File: src/rtl/layer_buf_pkg.sv
// Shared constants and enums for the layer3 buffer controller.
// Imported by the top and by the read-return slice.
package layer_buf_pkg;
  localparam int DEPTH = 208;
  localparam int AW    = 8;
  localparam int DW    = 128;

  typedef enum logic [1:0] {
    IDLE,
    FILL,
    FULL
  } buf_state_t;

  typedef enum logic [1:0] {
    SEL_NONE,
    SEL_A,
    SEL_B,
    SEL_ZERO
  } rsel_t;
endpackage

File: src/rtl/lbuf_rd_return.sv
// Per-reader return path: remembers which port serves the
// accepted read and muxes SRAM data one cycle later.
module lbuf_rd_return
  import layer_buf_pkg::*;
(
  input  logic          clk,
  input  logic          rst,
  input  logic          fire,
  input  rsel_t         sel,
  input  logic [DW-1:0] sram_doa,
  input  logic [DW-1:0] sram_dob,
  output logic          rvalid,
  output logic [DW-1:0] rdata
);
  rsel_t sel_d, sel_q;

  always_comb begin
    sel_d = fire ? sel : SEL_NONE;
  end

  always_ff @(posedge clk) begin
    if (rst) sel_q <= SEL_NONE;
    else     sel_q <= sel_d;
  end

  always_comb begin
    rvalid = (sel_q != SEL_NONE);
    rdata  = '0;
    unique case (sel_q)
      SEL_A:   rdata = sram_doa;
      SEL_B:   rdata = sram_dob;
      default: rdata = '0;
    endcase
  end
endmodule

File: src/rtl/layer3_buf_ctrl.sv
// Layer3 buffer sequencer: fills rows sequentially and lets two
// readers consume rows below the write watermark.
module layer3_buf_ctrl
  import layer_buf_pkg::*;
(
  input  logic          clk,
  input  logic          rst,
  input  logic          start,
  input  logic          wr_valid,
  output logic          wr_ready,
  input  logic [DW-1:0] wr_data,
  input  logic          rd0_valid,
  output logic          rd0_ready,
  input  logic [AW-1:0] rd0_addr,
  output logic          rd0_rvalid,
  output logic [DW-1:0] rd0_rdata,
  input  logic          rd1_valid,
  output logic          rd1_ready,
  input  logic [AW-1:0] rd1_addr,
  output logic          rd1_rvalid,
  output logic [DW-1:0] rd1_rdata,
  output logic          layer_done,
  output logic          addr_err,
  output logic          sram_oea,
  output logic          sram_oeb,
  output logic          sram_wean,
  output logic          sram_webn,
  output logic [AW-1:0] sram_a,
  output logic [AW-1:0] sram_b,
  output logic [DW-1:0] sram_dia,
  output logic [DW-1:0] sram_dib,
  input  logic [DW-1:0] sram_doa,
  input  logic [DW-1:0] sram_dob
);
  localparam logic [AW-1:0] A_DEPTH = AW'(DEPTH);
  localparam logic [AW-1:0] A_LAST  = AW'(DEPTH - 1);

  buf_state_t    state_d, state_q;
  logic [AW-1:0] wr_ptr_d, wr_ptr_q;
  logic          addr_err_d, addr_err_q;

  logic  wr_fire, rd0_fire, rd1_fire;
  logic  avail0, avail1, oor0, oor1, merge;
  rsel_t sel0, sel1;

  always_comb begin
    oor0   = (rd0_addr >= A_DEPTH);
    oor1   = (rd1_addr >= A_DEPTH);
    avail0 = (rd0_addr < wr_ptr_q) || (state_q == FULL);
    avail1 = (rd1_addr < wr_ptr_q) || (state_q == FULL);

    wr_ready  = (state_q == FILL);
    wr_fire   = wr_valid && wr_ready;
    rd0_ready = (state_q != IDLE) && avail0;
    rd1_ready = (state_q != IDLE) && avail1 && !wr_fire;
    rd0_fire  = rd0_valid && rd0_ready;
    rd1_fire  = rd1_valid && rd1_ready;
    merge     = rd0_fire && rd1_fire && (rd0_addr == rd1_addr);

    sel0 = oor0 ? SEL_ZERO : SEL_B;
    sel1 = oor1 ? SEL_ZERO : (merge ? SEL_B : SEL_A);

    sram_oea  = 1'b0;
    sram_wean = 1'b1;
    sram_a    = '0;
    sram_dia  = '0;
    sram_oeb  = 1'b0;
    sram_webn = 1'b1;
    sram_b    = '0;
    sram_dib  = '0;

    // Port A: producer has strict priority over host readback
    if (wr_fire) begin
      sram_wean = 1'b0;
      sram_a    = wr_ptr_q;
      sram_dia  = wr_data;
    end else if (rd1_fire && sel1 == SEL_A) begin
      sram_oea = 1'b1;
      sram_a   = rd1_addr;
    end

    if (rd0_fire && !oor0) begin
      sram_oeb = 1'b1;
      sram_b   = rd0_addr;
    end
  end

  always_comb begin
    state_d    = state_q;
    wr_ptr_d   = wr_ptr_q;
    addr_err_d = addr_err_q
               | (rd0_fire && oor0)
               | (rd1_fire && oor1);
    if (start) begin
      state_d    = FILL;
      wr_ptr_d   = '0;
      addr_err_d = 1'b0;
    end else if (wr_fire) begin
      wr_ptr_d = wr_ptr_q + 1'b1;
      if (wr_ptr_q == A_LAST) state_d = FULL;
    end
  end

  always_ff @(posedge clk) begin
    if (rst) begin
      state_q    <= IDLE;
      wr_ptr_q   <= '0;
      addr_err_q <= 1'b0;
    end else begin
      state_q    <= state_d;
      wr_ptr_q   <= wr_ptr_d;
      addr_err_q <= addr_err_d;
    end
  end

  assign layer_done = (state_q == FULL);
  assign addr_err   = addr_err_q;

  lbuf_rd_return u_ret0 (
    .clk      (clk),
    .rst      (rst),
    .fire     (rd0_fire),
    .sel      (sel0),
    .sram_doa (sram_doa),
    .sram_dob (sram_dob),
    .rvalid   (rd0_rvalid),
    .rdata    (rd0_rdata)
  );

  lbuf_rd_return u_ret1 (
    .clk      (clk),
    .rst      (rst),
    .fire     (rd1_fire),
    .sel      (sel1),
    .sram_doa (sram_doa),
    .sram_dob (sram_dob),
    .rvalid   (rd1_rvalid),
    .rdata    (rd1_rdata)
  );
endmodule

File: config.mk
export PLATFORM = sky130hd
export DESIGN_NAME = layer3_buf_ctrl
export DESIGN_NICKNAME = d
export VERILOG_FILES = /design/src/rtl/layer_buf_pkg.sv /design/src/rtl/lbuf_rd_return.sv /design/src/rtl/layer3_buf_ctrl.sv
export SDC_FILE = /design/constraint.sdc
export NUM_CORES = 1
export LEC_CHECK = 0
export BUFFER_PORTS_ARGS = -buffer_cell sky130_fd_sc_hd__buf_2
export CORE_AREA = 2 2 364 366
export DETAILED_ROUTE_END_ITERATION = 16
export DIE_AREA = 0 0 366 368
export REMOVE_ABC_BUFFERS = 1
export SLEW_MARGIN = 20
export SYNTH_ARGS = -nofsm -noshare
export SYNTH_HDL_FRONTEND = slang
export SYNTH_HIERARCHICAL = 1
export SYNTH_SLANG_ARGS = --single-unit
File: constraint.sdc
create_clock -name clk -period 5.85 [get_ports clk]
set_input_delay 1.17 -clock clk [delete_from_list [all_inputs] [get_ports clk]]
set_output_delay 1.17 -clock clk [all_outputs]
set_load 0.1 [all_outputs]
# After elaboration in Yosys (flattened, before gate mapping)
# Index checks and enable logic that the tools add are counted.
[totals] regBits=15
[op_classes] order_cmp=4 n_mux=16 reduce_logical=26 n_bitwise=4 n_eq_ne=9 add_sub_neg=1
[ops] cell="case mux 128 bit (2 select lines)" n=2
[ops] cell="two-way mux 128 bit" n=1
[ops] cell="two-way mux 8 bit" n=3
[ops] cell=">= comparator 8 bit, second input constant" n=2
[ops] cell="< comparator 8 bit" n=2
[ops] cell="logical AND 1 bit" n=12
[ops] cell="nonzero test 2 bit" n=5
[ops] cell="adder 8 x 1 -> 8 bit, second input constant" n=1
[ops] cell="== test 2 x 1 -> 1 bit, second input constant" n=4
[ops] cell="== test 8 bit" n=1
[ops] cell="== test 8 bit, second input constant" n=1
[ops] cell="two-way mux 1 bit" n=8
[ops] cell="== test 2 bit, second input constant" n=3
[ops] cell="OR reduction 2 bit" n=3
[ops] cell="two-way mux 2 bit" n=2
[ops] cell="AND reduction 2 bit" n=2
[ops] cell="logical NOT 1 bit" n=2
[ops] cell="logical OR 1 bit" n=2
[ops] cell="NOT 1 bit" n=2
[ops] cell="bitwise OR 1 bit" n=2

# Depth between registers and ports, before layout
# Gate-level depths: netlist of the first run.
[logic_depth] depth_word=13 mapped_depth=9 mapped_depth_nobuf=9

# Modules after synthesis
# Netlist of the first run, hierarchy kept.
[modules_own_cells] mod="layer3_buf_ctrl" instances=1 cells_each=424 area_each_um2=3040.4
[modules_own_cells] mod="lbuf_rd_return (u_ret0)" instances=1 cells_each=308 area_each_um2=2242.2
[modules_own_cells] mod="lbuf_rd_return (u_ret1)" instances=1 cells_each=308 area_each_um2=2184.6

# Least setup slack after synthesis of the first run
# No wires, ideal clock.
[synth_timing] path_type="input-to-output" from="input rd0_addr[7]" to="output sram_a[2]" path_buffers=0 t_arrival_ns=4.825 required_time_ns=4.680 path_slack_ns=-0.145 path_stages=6 cell_sequence="ha_1 and3_4 o2111a_1 a22oi_2 and4_4 o31ai_1"
[synth_between] elab_chain_len=12
[synth_lines] item="start, declared" line="layer3_buf_ctrl.sv:14" source="input logic [AW-1:0] rd0_addr,"
[synth_lines] item="< comparator 8 bit" line="layer3_buf_ctrl.sv:49" source="avail0 = (rd0_addr < wr_ptr_q) || (state_q == FULL);"
[synth_lines] item="logical OR 1 bit" line="layer3_buf_ctrl.sv:49"
[synth_lines] item="logical AND 1 bit" line="layer3_buf_ctrl.sv:54" source="rd0_ready = (state_q != IDLE) && avail0;"
[synth_lines] item="via rd0_ready" line="layer3_buf_ctrl.sv:13" source="output logic rd0_ready,"
[synth_lines] item="logical AND 1 bit" line="layer3_buf_ctrl.sv:56" source="rd0_fire = rd0_valid && rd0_ready;"
[synth_lines] item="logical AND 1 bit (2 in a row)" line="layer3_buf_ctrl.sv:58" source="merge = rd0_fire && rd1_fire && (rd0_addr == rd1_addr);"
[synth_lines] item="two-way mux 2 bit (2 in a row)" line="layer3_buf_ctrl.sv:61" source="sel1 = oor1 ? SEL_ZERO : (merge ? SEL_B : SEL_A);"
[synth_lines] item="== test 2 x 1 -> 1 bit" line="layer3_buf_ctrl.sv:77" source="end else if (rd1_fire && sel1 == SEL_A) begin"
[synth_lines] item="logical AND 1 bit" line="layer3_buf_ctrl.sv:77"
[synth_lines] item="two-way mux 8 bit" line="layer3_buf_ctrl.sv:77"
[synth_lines] item="two-way mux 8 bit" line="layer3_buf_ctrl.sv:73" source="if (wr_fire) begin"
[synth_lines] item="end, declared" line="layer3_buf_ctrl.sv:28" source="output logic [AW-1:0] sram_a,"
# The timed path passes the listed nets, and every way through them passes these cells.

# Worst setup path in the final report of the first run
[layout_timing] from="input rd0_addr[5]" to="output sram_b[7]"
[layout_between] elab_chain_len=6
[layout_lines] item="< comparator 8 bit" line="layer3_buf_ctrl.sv:49"
[layout_lines] item="logical OR 1 bit" line="layer3_buf_ctrl.sv:49"
[layout_lines] item="logical AND 1 bit" line="layer3_buf_ctrl.sv:54"
[layout_lines] item="logical AND 1 bit" line="layer3_buf_ctrl.sv:56"
[layout_lines] item="logical AND 1 bit *" line="layer3_buf_ctrl.sv:82" source="if (rd0_fire && !oor0) begin"
[layout_lines] item="two-way mux 8 bit *" line="layer3_buf_ctrl.sv:82"
[layout_lines] item="end, declared" line="layer3_buf_ctrl.sv:29" source="output logic [AW-1:0] sram_b,"
# Mark *: on every way between the ends. The rest lies on a longest branch, timed or not.

==> impl.org, run 1 <==
** Status
- Status :: finished clean

** Clock network
- Clock slew seen by the registers of the worst setup and hold paths :: 0.05 ns
- Clock tree from TritonCTS :: yes
- Clock network latency to the later pin of the worst-skew pair :: 0.25 ns
- The number of gates resized after CTS was 0.
- Counting the buffers created by CTS gives 3.
- Post CTS Setup Buffer Count :: 0
- CTS built an H-tree with a depth of 1.
- Counting every sink on the clock net gives 15.
- No sink is reached through more buffers than the 2 on the longest clock path.
- Clock root buffer master :: clkbuf_16
- CTS Hold Bufs :: 0

** Critical path
- Arrival time of data at the critical path endpoint :: 3.64 ns
- Measured in cells, the most critical reg-to-reg path has a length of 8.
- The worst register-to-register path has a setup slack of 3.44 ns.
- The worst setup path is captured at an output pin.
- Startpoint of the most critical register-to-register path :: wr_ptr_q[7]
- Along the worst path, the maximum fanout reaches 9.
- The most critical setup path has its endpoint at sram_b[7].
- Startpoint of the worst setup timing path :: rd0_addr[5]
- Critical path startpoint category :: primary input
- FF-to-FF End :: u_ret1/sel_q[0]
- For the worst setup path, the data required time is 4.68 ns.
- Category of the critical setup timing path :: primary input to output pin

** Placed design
- At the end of routability-driven placement, the weighted congestion stood at 0.861.
- Detail Placement HPWL :: 92.0 mm
- Number of buffers added on ports :: 815

** Logic synthesis
- Gate count after technology mapping :: 1040
- A synthesized cell averages 7.18 µm².
- EDFF count, synth :: 0
- Summed instance area of the synthesized netlist :: 7470 µm²
- Synth Register Bits :: 15
- After synthesis, flip-flops and latches occupy 4.02% of the total area.
- In the synthesized netlist the dominant register cell turns out to be dfxtp_1.
- For this run, asynchronously set or reset flops after synthesis account for 0%.
- Number of unique standard cell types used by synthesis :: 46
- Ys Warns :: 6

** Detailed routing
- Count of routing violations after the opening detailed-route iteration :: 1013
- First drt pass iteration count :: 7
- The routed layout has 11.7k vias.
- Dividing the detail-routed wire length by the instance count gives 28.8 µm.
- For this run, design rule violations remaining after detail routing come to 0.
- Wirelength, routed :: 102 mm
- Post-route antenna net violation count :: 0
- After detailed routing, the number of vias per cell comes to 3.30.

** STA
- For the pin with the worst max-slew slack, the measured transition is 1.08 ns.
- The max-slew violation count was 0.
- Part of the cycle the worst path needs :: 82.3%
- Final total negative setup slack :: 0 ns
- In this run the tightest slew margin relative to its limit is 28.0%.
- Final hold violation count :: 0
- Layout Skew :: 0.00388 ns
- Maximum clock frequency :: 0.208 GHz
- Finish-stage setup viols :: 0
- Crit path time final :: 4.81 ns
- Setup repair after global routing left no endpoint under its margin.

** Finish
- Net count reported at finish :: 2198
- The multi-input combinational cells in the finished layout cover a total of 5980 µm².
- Layout cell share with drive strength beyond 1 :: 48.7%
- Layout Area Growth over Synthesis :: 73.0%
- Number of inserted filler cells in the final layout :: 15.6k
- Across the whole layout, storage elements account for 300 µm².
- At the end of the flow the core is filled with cells to 9.88%.

** Floorplanning
- In this run the core area contains 133 standard-cell rows.
- Die boundary width :: 366 µm
- Height of the chip :: 368 µm
- The initial utilization of the core area, before any placement, comes to 5.71%.
- The floorplan step defined a die boundary enclosing 135000 µm².
- Placeable Area :: 131000 µm²
- 945 I/O pins were placed.

** Global route
- Summed over all layers, the global routing overflow is 0.
- The first global-routing pass estimated 124 mm of wire.
- Pin count of the biggest net entering global routing :: 92
- The via count of the first global-routing pass was 10.7k.
- The initial antenna violation count came to 189.
- Gr usage total :: 14.2%

** Pwr
- In this run the static leakage power is 5.63 nW.
- The worst-case IR drop observed on VDD is 0.0740 mV.
- In this run the power density over the cells is 94.9 nW/µm².
- Total power for the finished layout comes to 1.23 mW.

** Min path
- In this run the worst hold path is classified as register to register.

** Run
- Max Cap Viol :: 0
## flip-flops by register name, indices dropped and copies added (netlist names)
name / count
addr_err: 1
state_q: 2
wr_ptr_q: 8
u_ret0/sel_q: 2
u_ret1/sel_q: 2
## cell usage after synthesis (3+ instances only)
master | number | area [µm²]
buf_6 | 28 | 315
nor2_1 | 12 | 45.0
a21oi_1 | 7 | 35.0
nand2_1 | 8 | 30.0
xor2_1 | 8 | 70.1
xnor2_1 | 6 | 52.6
nor2b_1 | 258 | 1610
buf_4 | 149 | 1120
o22ai_1 | 7 | 43.8
o21ai_0 | 4 | 20.0
and3b_1 | 6 | 52.6
nand4_1 | 9 | 56.3
ha_1 | 21 | 263
buf_2 | 14 | 70.1
clkbuf_1 | 38 | 143
a22oi_2 | 15 | 188
and2_1 | 137 | 857
a21o_1 | 3 | 22.5
nor3_1 | 3 | 15.0
nand3_1 | 3 | 15.0
a22oi_1 | 242 | 1820
inv_1 | 18 | 67.6
dfxtp_1 | 15 | 300
## critical path, cell delays in order
cell and delay [ns]:
buf_2 0.16, ha_1 0.30, and3_4 0.15, a221o_1 0.36, a22oi_2 0.23, and3b_1 0.53
and2_1 0.20, buf_2 0.48
## through the flow
stage,setup WS (ns),cell area [µm²],hold slack (ns),instances
after CTS,0.965,12900,0.520,3525
after detailed placement,0.966,12800,0.513,3521
after floorplan,-1.02,6270,0.461,936
after global placement,1.04,12800,0.484,3521
after global routing,0.897,12900,0.554,3536
final,1.04,12900,0.526,3542
## cell usage in the layout, fill, tap and decap left out, types with 2 or more instances in the layout
cell type and instances:
a22oi_2 15, xor2_1 8, nand2b_1 2, and3b_1 5, diode_2 17, inv_1 18
nand4_1 9, a21o_1 3, nor2b_1 258, nand2_1 8, a21oi_1 7, o22ai_1 7
xnor2_1 6, nor3_1 3, o21ai_0 4, and2_1 137, nand3_1 3, nor4_1 2
buf_4 10, buf_2 815, clkbuf_16 3, nor3b_1 2, nor2_1 12, a22oi_1 242
ha_1 15, buf_12 5, dfxtp_1 15, ha_4 6, o211a_1 2, conb_1 130
## layer usage
metal	wire length, µm	GRT usage (%)	vias up
met5	89	0	-
met4	3390	2.43	14
met3	15800	9.09	360
met2	44600	23.0	1073
met1	38200	15.8	5411
li1	-	-	4847
## report_power, final
group	internal [mW]	switching (mW)	leakage, nW	total (mW)
logic	0.173	0.814	5.47	0.987
registers	0.104	0.00245	0.121	0.106
clock network	0.0922	0.0405	0.0383	0.133
total	0.369	0.857	5.63	1.23
## worst min path at each step
stage | start | endpoint | slack [ns] | cells past startpoint
3_3_place_gp | wr_ptr_q[6] | wr_ptr_q[6] | 0.48 | 2
6_report | wr_ptr_q[6] | wr_ptr_q[6] | 0.53 | 2
2_1_floorplan | state_q[1] | state_q[1] | 0.46 | 2
3_5_place_dp | wr_ptr_q[6] | wr_ptr_q[6] | 0.51 | 2
4_1_cts | wr_ptr_q[6] | wr_ptr_q[6] | 0.52 | 2
5_1_grt | wr_ptr_q[6] | wr_ptr_q[6] | 0.55 | 2
## cells by family (layout without fill, tap and decap cells)
logic type / after synthesis / count (layout) / synth area share, %
compound gates: 288 / 288 / 29.9
fa+ha+maj: 21 / 21 / 3.52
simple gates: 450 / 450 / 37.4
buf+inv: 250 / 852 / 23.4
xor+xnor: 14 / 14 / 1.64
other cells: 2 / 147 / 0.101
flops: 15 / 15 / 4.02
## layout make-up
| class | count | share of cell area (%) |
|---|---|---|
| Multi-Input combinational cell | 903 | 46.3 |
| Timing Repair Buffer | 830 | 32.9 |
| Tap cell | 1755 | 17.0 |
| Sequential cell | 15 | 2.32 |
| Clock buffer | 4 | 0.610 |
| Inverter | 18 | 0.523 |
| Antenna cell | 17 | 0.329 |
(Power assumes the default switching activity.)
==> run 2: changes to the inputs <==
Settings changed: ABC_AREA set to 1, CORE_AREA 2 2 364 366 to 2 2 365 367, DIE_AREA 0 0 366 368 to 0 0 367 369.
Clock period 5.85 ns to 4.9 ns, I/O delays scaled along.
==> impl.org, run 2 <==
** Floorplanning
- Top-level I/O count :: 945 (unchanged)
- Die boundary width :: 367 µm (+0.27%)
- Starting Density :: 5.58% (-0.13 points)
- Die ar. :: 135000 µm² (+0.55%)
- The die span in y was 369 µm (+0.27%).
- The row count was 133 (unchanged).
- Placeable Area :: 131000 µm² (+0.25%)

** Pwr
- The power per cell area is 116 nW/µm² (+22%).
- NetSw :: 1.06 mW (+24%)
- The leakage power came to 6.23 nW (+10%).
- The cell internal power dissipation came to 0.420 mW (+14%).
- Relative contribution of sequential cells to total power :: 8.5% (about the same)
- The relative contribution of the clock network to total power came to 10.9% (about the same).
- The fraction of power spent switching nets is 71.6% (+1.7 points).
- Part of the total power dissipated in combinational logic :: 80.6% (about the same)
- The total chip power is 1.48 mW (+21%).
- Maximum resistive drop on vdd :: 0.101 mV (+37%)

** Global route
- The via count of the first global-routing pass is 11.5k (+7.7%).
- First-pass GRT wire length :: 136 mm (+9.0%)
- The maximum number of pins on one net before global-route repair was 129 (+40%).
- Antenna violations before repair :: 200 (+5.8%)
- Gr usage total :: 15.5% (+1.3 points)
- Total congestion overflow :: 0 (unchanged)

** Detailed routing
- First drt pass iteration count :: 5 (-2)
- The remaining antenna violation count is 0 (unchanged).
- The total wire length was 112 mm (+9.7%).
- The number of remaining DRC errors came to 0 (unchanged).
- The average wire length per cell after detail routing is 28.2 µm (-2.1%).
- The post-detailed-route via-to-cell ratio is 3.29 (-0.38%).
- Count of routing violations after the opening detailed-route iteration :: 903 (-11%)
- Total via count after detailed routing :: 13.1k (+12%)

** STA
- Based on the critical path, the design can be clocked at up to 0.226 GHz.
- The worst hold-check slack was 0.519 ns (-0.00720 ns).
- Worst Setup Slack, final :: 0.479 ns (-0.559 ns)
- The worst path needs 4.42 ns of the cycle, external delays included.
- In the finished design, the share of the clock period the worst path needs comes to 90.2%.
- Layout Skew :: 0.00413 ns (+0.000256 ns)
- The count of endpoints failing setup in the final report came to 0 (unchanged).
- Final hold violation count :: 0 (unchanged)
- Setup repair after global routing missed its margin :: false
- The max-slew violation count is 0 (unchanged).
- Slew at the pin closest to its max-slew limit :: 1.11 ns (+0.0318 ns)
- The normalized max-slew margin came to 25.6% (-2.4 points).

** Critical path
- The worst setup path is captured at an output pin.
- Required time worst endpoint :: 3.92 ns (-0.76 ns)
- Counting stages on the worst path, the most repeated cell is nand2_1.
- The arrival time of data at the critical path endpoint is 3.44 ns (-0.20 ns).
- The worst setup path is launched from a primary input.
- The total buffers and inverters traversed by the critical path was 2 (unchanged).
- The cell count of the worst reg-to-reg path is 10 (+2).
- The slack of the worst reg-to-reg path came to 2.37 ns (-1.07 ns).
- The maximum fanout along the worst path was 11 (+2).
- FF-to-FF End :: u_ret1/sel_q[0]
- Category of the critical setup timing path :: primary input to output pin
- Worst path max stage delay :: 0.70 ns (+0.17 ns)
- Highest-delay cell along the critical path :: nor2_1
- Top cell family by delay on the critical path :: simple AND/OR/NAND/NOR gates
- In this run the critical register-to-register path is launched from wr_ptr_q[5].
- Traced cell by cell, the critical path runs through buf_2 > ha_1 > a21oi_1 > o21a_1 > nand2_1 > nand2_1 > nand2_1 > nor2_1 > nand4_1 > nand2_1 > buf_2.

** Clock network
- TritonCTS built the clock tree.
- Clock network latency to the later pin of the worst-skew pair :: 0.25 ns (about the same)
- In this run the clock root is driven by a clkbuf_16.
- H-Tree Depth :: 1 (unchanged)
- Maximum buffer depth of the clock tree :: 2 (unchanged)
- Number of instances resized during post-cts repair :: 0 (unchanged)
- Clock slew seen by the registers of the worst setup and hold paths :: 0.05 ns (about the same)
- CTS Hold Bufs :: 0 (unchanged)
- The clock sink count is 15 (unchanged).
- CTS buffer count :: 3 (unchanged)
- Post CTS Setup Buffer Count :: 0 (unchanged)

** Logic synthesis
- Summed over all instances, the cell type with the most area after synthesis is nand2_1.
- The number of distinct library cells after synthesis came to 31 (-33%).
- The async set-or-reset flop fraction in the synthesized netlist was 0% (unchanged).
- The number of enable flip-flop cells after synthesis is 0 (unchanged).
- Most frequent cell after synthesis :: nand2_1
- Synth Register Bits :: 15 (unchanged)
- Ys Warns :: 6 (unchanged)
- Summed instance area of the synthesized netlist :: 7320 µm² (-1.9%)
- Gate count after technology mapping :: 1469 (+41%)
- By area the synthesized netlist is led by nand2_1 29%, a21oi_1 17%, buf_4 15%.
- The sequential share of the synthesized area was 4.10% (+0.080 points).
- Synthesized area divided by synthesized cell count :: 4.98 µm² (-31%)
- Among all flip-flop cells after synthesis, the most frequent one is dfxtp_1.
- Counting instances in the post-synthesis netlist gives the leading cell types as 557 x nand2_1, 254 x a21oi_1, 167 x inv_1.
- Top cell type's share of synthesized area :: 28.6% (+4.2 points)

** Min path
- Worst Hold Path EP :: wr_ptr_q[3]
- In this run the worst hold path is classified as register to register.
- The cell count of the worst hold path was 2 (unchanged).
- The startpoint identified for the worst hold timing path is wr_ptr_q[3].

** Finish
- The fill cell instance count of the final layout came to 15.8k (+1.7%).
- Compared with the post-synthesis result, the final layout area differs by 74.1%.
- The number of nets in the layout came to 2626 (+19%).
- The count of non-filler cells in the finished layout was 3972 (+12%).
- Largest register by flop count :: wr_ptr_q
- Flip-flop count of the largest register, all copies and words added :: 8 (unchanged)
- The library cell used most frequently in the layout, excluding fill and tap cells, is buf_2.
- The fraction of layout instances using a drive strength above 1 came to 39.5% (-9.2 points).
- Most frequent cells in the layout :: 814 x buf_2, 557 x nand2_1, 254 x a21oi_1
- Finished layout cell area :: 12700 µm² (-1.3%)

** Placed design
- The last weighted congestion value of the routability-driven placer was 0.889 (+3.3%).
- The total cell area at the placement stage was 12600 µm² (-1.4%).
- The number of buffer cells added on primary ports was 815 (unchanged).
- Pre-CTS setup slack :: 0.524 ns (-0.441 ns)
- The placed wire-length estimate after detailed placement was 102 mm (+11%).
- Inst Count DP :: 3949 (+12%)

** Run
- Max Cap Viol :: 0 (unchanged)

** Status
- Status :: finished clean
-- run 2: kinds of logic (layout without fill, tap and decap cells) --
logic type	Yosys count	count (layout)	synth area share, %
compound gates	278	278	19.8
xor+xnor	8	8	0.957
fa+ha+maj	21	21	3.59
buf+inv	401	1002	31.8
flops	15	15	4.10
other cells	2	149	0.103
simple gates	744	744	39.6
-- run 2: worst max path at each step --
stage                           start     endpoint  slack (ns)  cells past startpoint
after floorplan              wr_valid  sram_dia[0]       -2.15                      3
after global placement    rd1_addr[7]    sram_a[5]        0.52                     11
after detailed placement  rd1_addr[7]     sram_oea        0.52                     11
after CTS                 rd1_addr[7]     sram_oea        0.52                     11
after global routing      rd1_addr[7]    sram_a[7]        0.36                     11
final                     rd1_addr[7]    sram_a[5]        0.48                     11
-- run 2: metrics by stage --
step	TNS, ns	util, %
CTS	0	9.68
global placement	0	9.62
global route	0	9.70
finish	0	9.72
floorplan	-340.09	-
detailed placement	0	9.62
-- run 2: cell type report --
type | count | area (µm²) | share of cell area [%]
well taps | 1755 | 2200 | 17.2
multi-input cells | 1181 | 5230 | 41.0
repair buffers | 830 | 4260 | 33.4
flip-flops and latches | 15 | 300 | 2.36
diodes | 19 | 47.5 | 0.373
inverters | 168 | 643 | 5.05
clock buffers | 4 | 78.8 | 0.618
-- run 2: metal layers --
metal | up-vias | GRT usage, % | part of all wire (%)
met5 | - | 0 | 0.092
met4 | 14 | 1.20 | 2.8
met3 | 388 | 11.1 | 17
met2 | 1093 | 25.6 | 44
met1 | 5879 | 16.7 | 36
li1 | 5702 | - | -
-- run 2: power by group through the flow --
stage	clock network (mW)	logic, mW	registers [mW]
after floorplan	0	0.859	0.128
after global placement	0	1.18	0.128
after detailed placement	0	1.19	0.128
after CTS	0.163	1.20	0.126
after global routing	0.170	1.25	0.126
final	0.161	1.19	0.126
-- run 2: tightest hold or removal path: stages, from the launching register on --
cell     delay (ns)
dfxtp_1        0.32
nor2_1         0.10
nor3_1         0.05
==> run 3: changes to the inputs <==
--- a/config.mk
+++ b/config.mk
@@ -9,5 +9,5 @@
 export BUFFER_PORTS_ARGS = -buffer_cell sky130_fd_sc_hd__buf_2
-export CORE_AREA = 2 2 365 367
+export CORE_AREA = 3 3 366 368
 export DETAILED_ROUTE_END_ITERATION = 16
-export DIE_AREA = 0 0 367 369
+export DIE_AREA = 0 0 369 371
 export REMOVE_ABC_BUFFERS = 1
==> constraint.sdc (replaced) <==
create_clock -name clk -period 4.9 [get_ports clk]
set_input_delay 0.245 -clock clk [delete_from_list [all_inputs] [get_ports clk]]
set_output_delay 0.245 -clock clk [all_outputs]
set_load 0.1 [all_outputs]
==> impl.org, run 3 (synthesized netlist as in run 2, its figures left out) <==
** Placed design
- Number of buffers added on ports :: 815 (unchanged)
- The placed wire-length estimate after detailed placement is 104 mm (+1.7%).
- GP Congestion :: 0.882 (-0.80%)
- The placement-stage worst setup slack came to 1.58 ns (+1.06 ns).

** Floorplanning
- The row count is 133 (unchanged).
- The die span in y was 371 µm (+0.54%).
- Top-level I/O count :: 945 (unchanged)
- Starting Density :: 5.58% (unchanged)
- Placeable Area :: 131000 µm² (unchanged)
- The floorplan die area came to 137000 µm² (+1.1%).
- The die boundary width came to 369 µm (+0.54%).

** Clock network
- Number of instances resized during post-cts repair :: 0 (unchanged)
- TritonCTS built the clock tree.
- Clock Sinks :: 15 (unchanged)
- The CTS buffer count was 3 (unchanged).
- The number of hold-repair buffers added at the cts stage came to 0 (unchanged).
- Maximum buffer depth of the clock tree :: 2 (unchanged)
- The worst-skew pair later-pin latency was 0.26 ns (about the same).
- Clock root buffer master :: clkbuf_16
- The post-CTS setup-driven buffer insertion count is 0 (unchanged).
- H-Tree Depth :: 1 (unchanged)
- The register clock-pin slew on the reported worst setup and hold paths is 0.06 ns (about the same).

** Finish
- Most frequent cells in the layout :: 815 x buf_2, 557 x nand2_1, 254 x a21oi_1
- Footprint of the flip-flops and latches :: 300 µm² (unchanged)
- The fraction of layout instances using a drive strength above 1 was 39.4% (-0.083 points).
- The number of flip-flops under the largest register name is 8 (unchanged).
- Layout Area Growth over Synthesis :: 73.3%
- Number of inserted filler cells in the final layout :: 15.9k (+0.20%)
- Area of the multi-input gates :: 5230 µm² (unchanged)
- The number of nets in the layout was 2623 (-0.11%).
- Leading cell type in the layout, fill and taps excluded :: buf_2
- The register with the most flip-flops in the final layout is wr_ptr_q.

** Detailed routing
- # DRC :: 0 (unchanged)
- Total via count after detailed routing :: 13.3k (+1.6%)
- The post-detailed-route via-to-cell ratio came to 3.35 (+1.7%).
- Count of routing violations after the opening detailed-route iteration :: 1210 (+34%)
- The total wire length is 113 mm (+0.42%).
- The first-pass detailed-route iteration total was 5 (unchanged).
- Per-cell routed wire length :: 28.4 µm (+0.58%)
- Post-route antenna net violation count :: 0 (unchanged)

** Critical path
- Required time worst endpoint :: 4.66 ns (+0.74 ns)
- The worst setup path is captured at an output pin.
- The maximum fanout along the worst path was 11 (unchanged).
- The critical path in this run is classified as register to output pin.
- Critical path startpoint category :: register
- Arrival time of data at the critical path endpoint :: 3.26 ns (-0.18 ns)

** STA
- Slew at the pin closest to its max-slew limit :: 1.07 ns (-0.0412 ns)
- Part of the cycle the worst path needs :: 71.5% (-19 points)
- The max-slew violation count is 0 (unchanged).
- The setup clock skew after layout is 0.00254 ns (-0.00159 ns).
- The sum of negative setup slack was 0 ns (unchanged).
- Finish-stage setup viols :: 0 (unchanged)
- Final hold violation count :: 0 (unchanged)
- Setup repair after global routing left no endpoint under its margin.
- Crit path time final :: 3.50 ns (-0.916 ns)
- Worst Setup Slack, final :: 1.40 ns (+0.916 ns)
- Maximum clock frequency :: 0.285 GHz (+26%)
- The normalized max-slew margin is 28.7% (+3.1 points).

** Pwr
- The power per cell area is 122 nW/µm² (+4.8%).
- Maximum resistive drop on vdd :: 0.0855 mV (-16%)
- Cell leakage power :: 6.20 nW (-0.37%)

** Global route
- Pin count of the biggest net entering global routing :: 98 (-24%)
- Vias in the first global route :: 11.2k (-2.8%)
- Antenna violations before repair :: 225 (+13%)
- The global-route wire length before repair was 135 mm (-0.49%).
- Total congestion overflow :: 0 (unchanged)
- The overall fraction of global-route tracks in use was 15.4% (-0.17 points).

** Min path
- The worst hold path belongs to the class primary input to register.

** Run
- The max capacitance violation total was 0 (unchanged).

** Status
- Status :: finished clean
[run 3: path summary, 6_finish.rpt]
| kind | end | startpoint | cells past startpoint | slack [ns] |
|---|---|---|---|---|
| hold / removal | state_q[0] | start | 3 | 0.25 |
| setup reg to reg | u_ret1/sel_q[1] | wr_ptr_q[1] | 13 | 2.25 |
| setup / recovery | sram_a[5] | wr_ptr_q[1] | 14 | 1.40 |
| hold reg to reg | state_q[1] | state_q[1] | 2 | 0.51 |
[run 3: metal layers]
layer | track usage (%) | up-vias | routed length [µm]
li1 | - | 5700 | -
met4 | 0.609 | 6 | 2990
met3 | 9.65 | 394 | 17600
met5 | 0 | - | 40
met1 | 16.9 | 5979 | 40300
met2 | 26.3 | 1200 | 51700
[run 3: worst max-delay path, cell delays in order (launching register included)]
cell     delay (ns)
dfxtp_1        0.37
inv_1          0.11
ha_1           0.29
nand2_1        0.07
nand2_1        0.04
nand2_1        0.05
nand2_1        0.15
nand2_1        0.10
nand2_1        0.06
nand2_1        0.07
nand2_1        0.07
nor2_1         0.77
nand4_1        0.23
nand2_1        0.13
buf_2          0.48
[run 3: layout make-up]
type,count,share of cell area (%)
timing repair buffer,827,33.1
tap,1755,17.3
clock buffer,3,0.592
multi-input combinational,1181,41.2
clock inverter,1,0.0394
antenna,16,0.315
inverter,168,5.07
sequential,15,2.37
[run 3: where the power goes]
group | leakage (nW) | internal, mW | switching [mW]
Combinational | 6.04 | 0.187 | 1.06
Sequential | 0.121 | 0.123 | 0.00168
Clock | 0.0410 | 0.110 | 0.0616
[run 3: through the flow]
stage                     total power [mW]  util (%)  std cells  hold WS (ns)  cell area [µm²]
after global placement                1.36      9.58       3945         0.499            12600
final                                 1.54      9.68       3966         0.251            12700
after global routing                  1.61      9.65       3952         0.255            12700
after floorplan                      0.987         -       1364         0.317             6110
after detailed placement              1.37      9.59       3946         0.499            12600
after CTS                             1.55      9.65       3950         0.240            12700
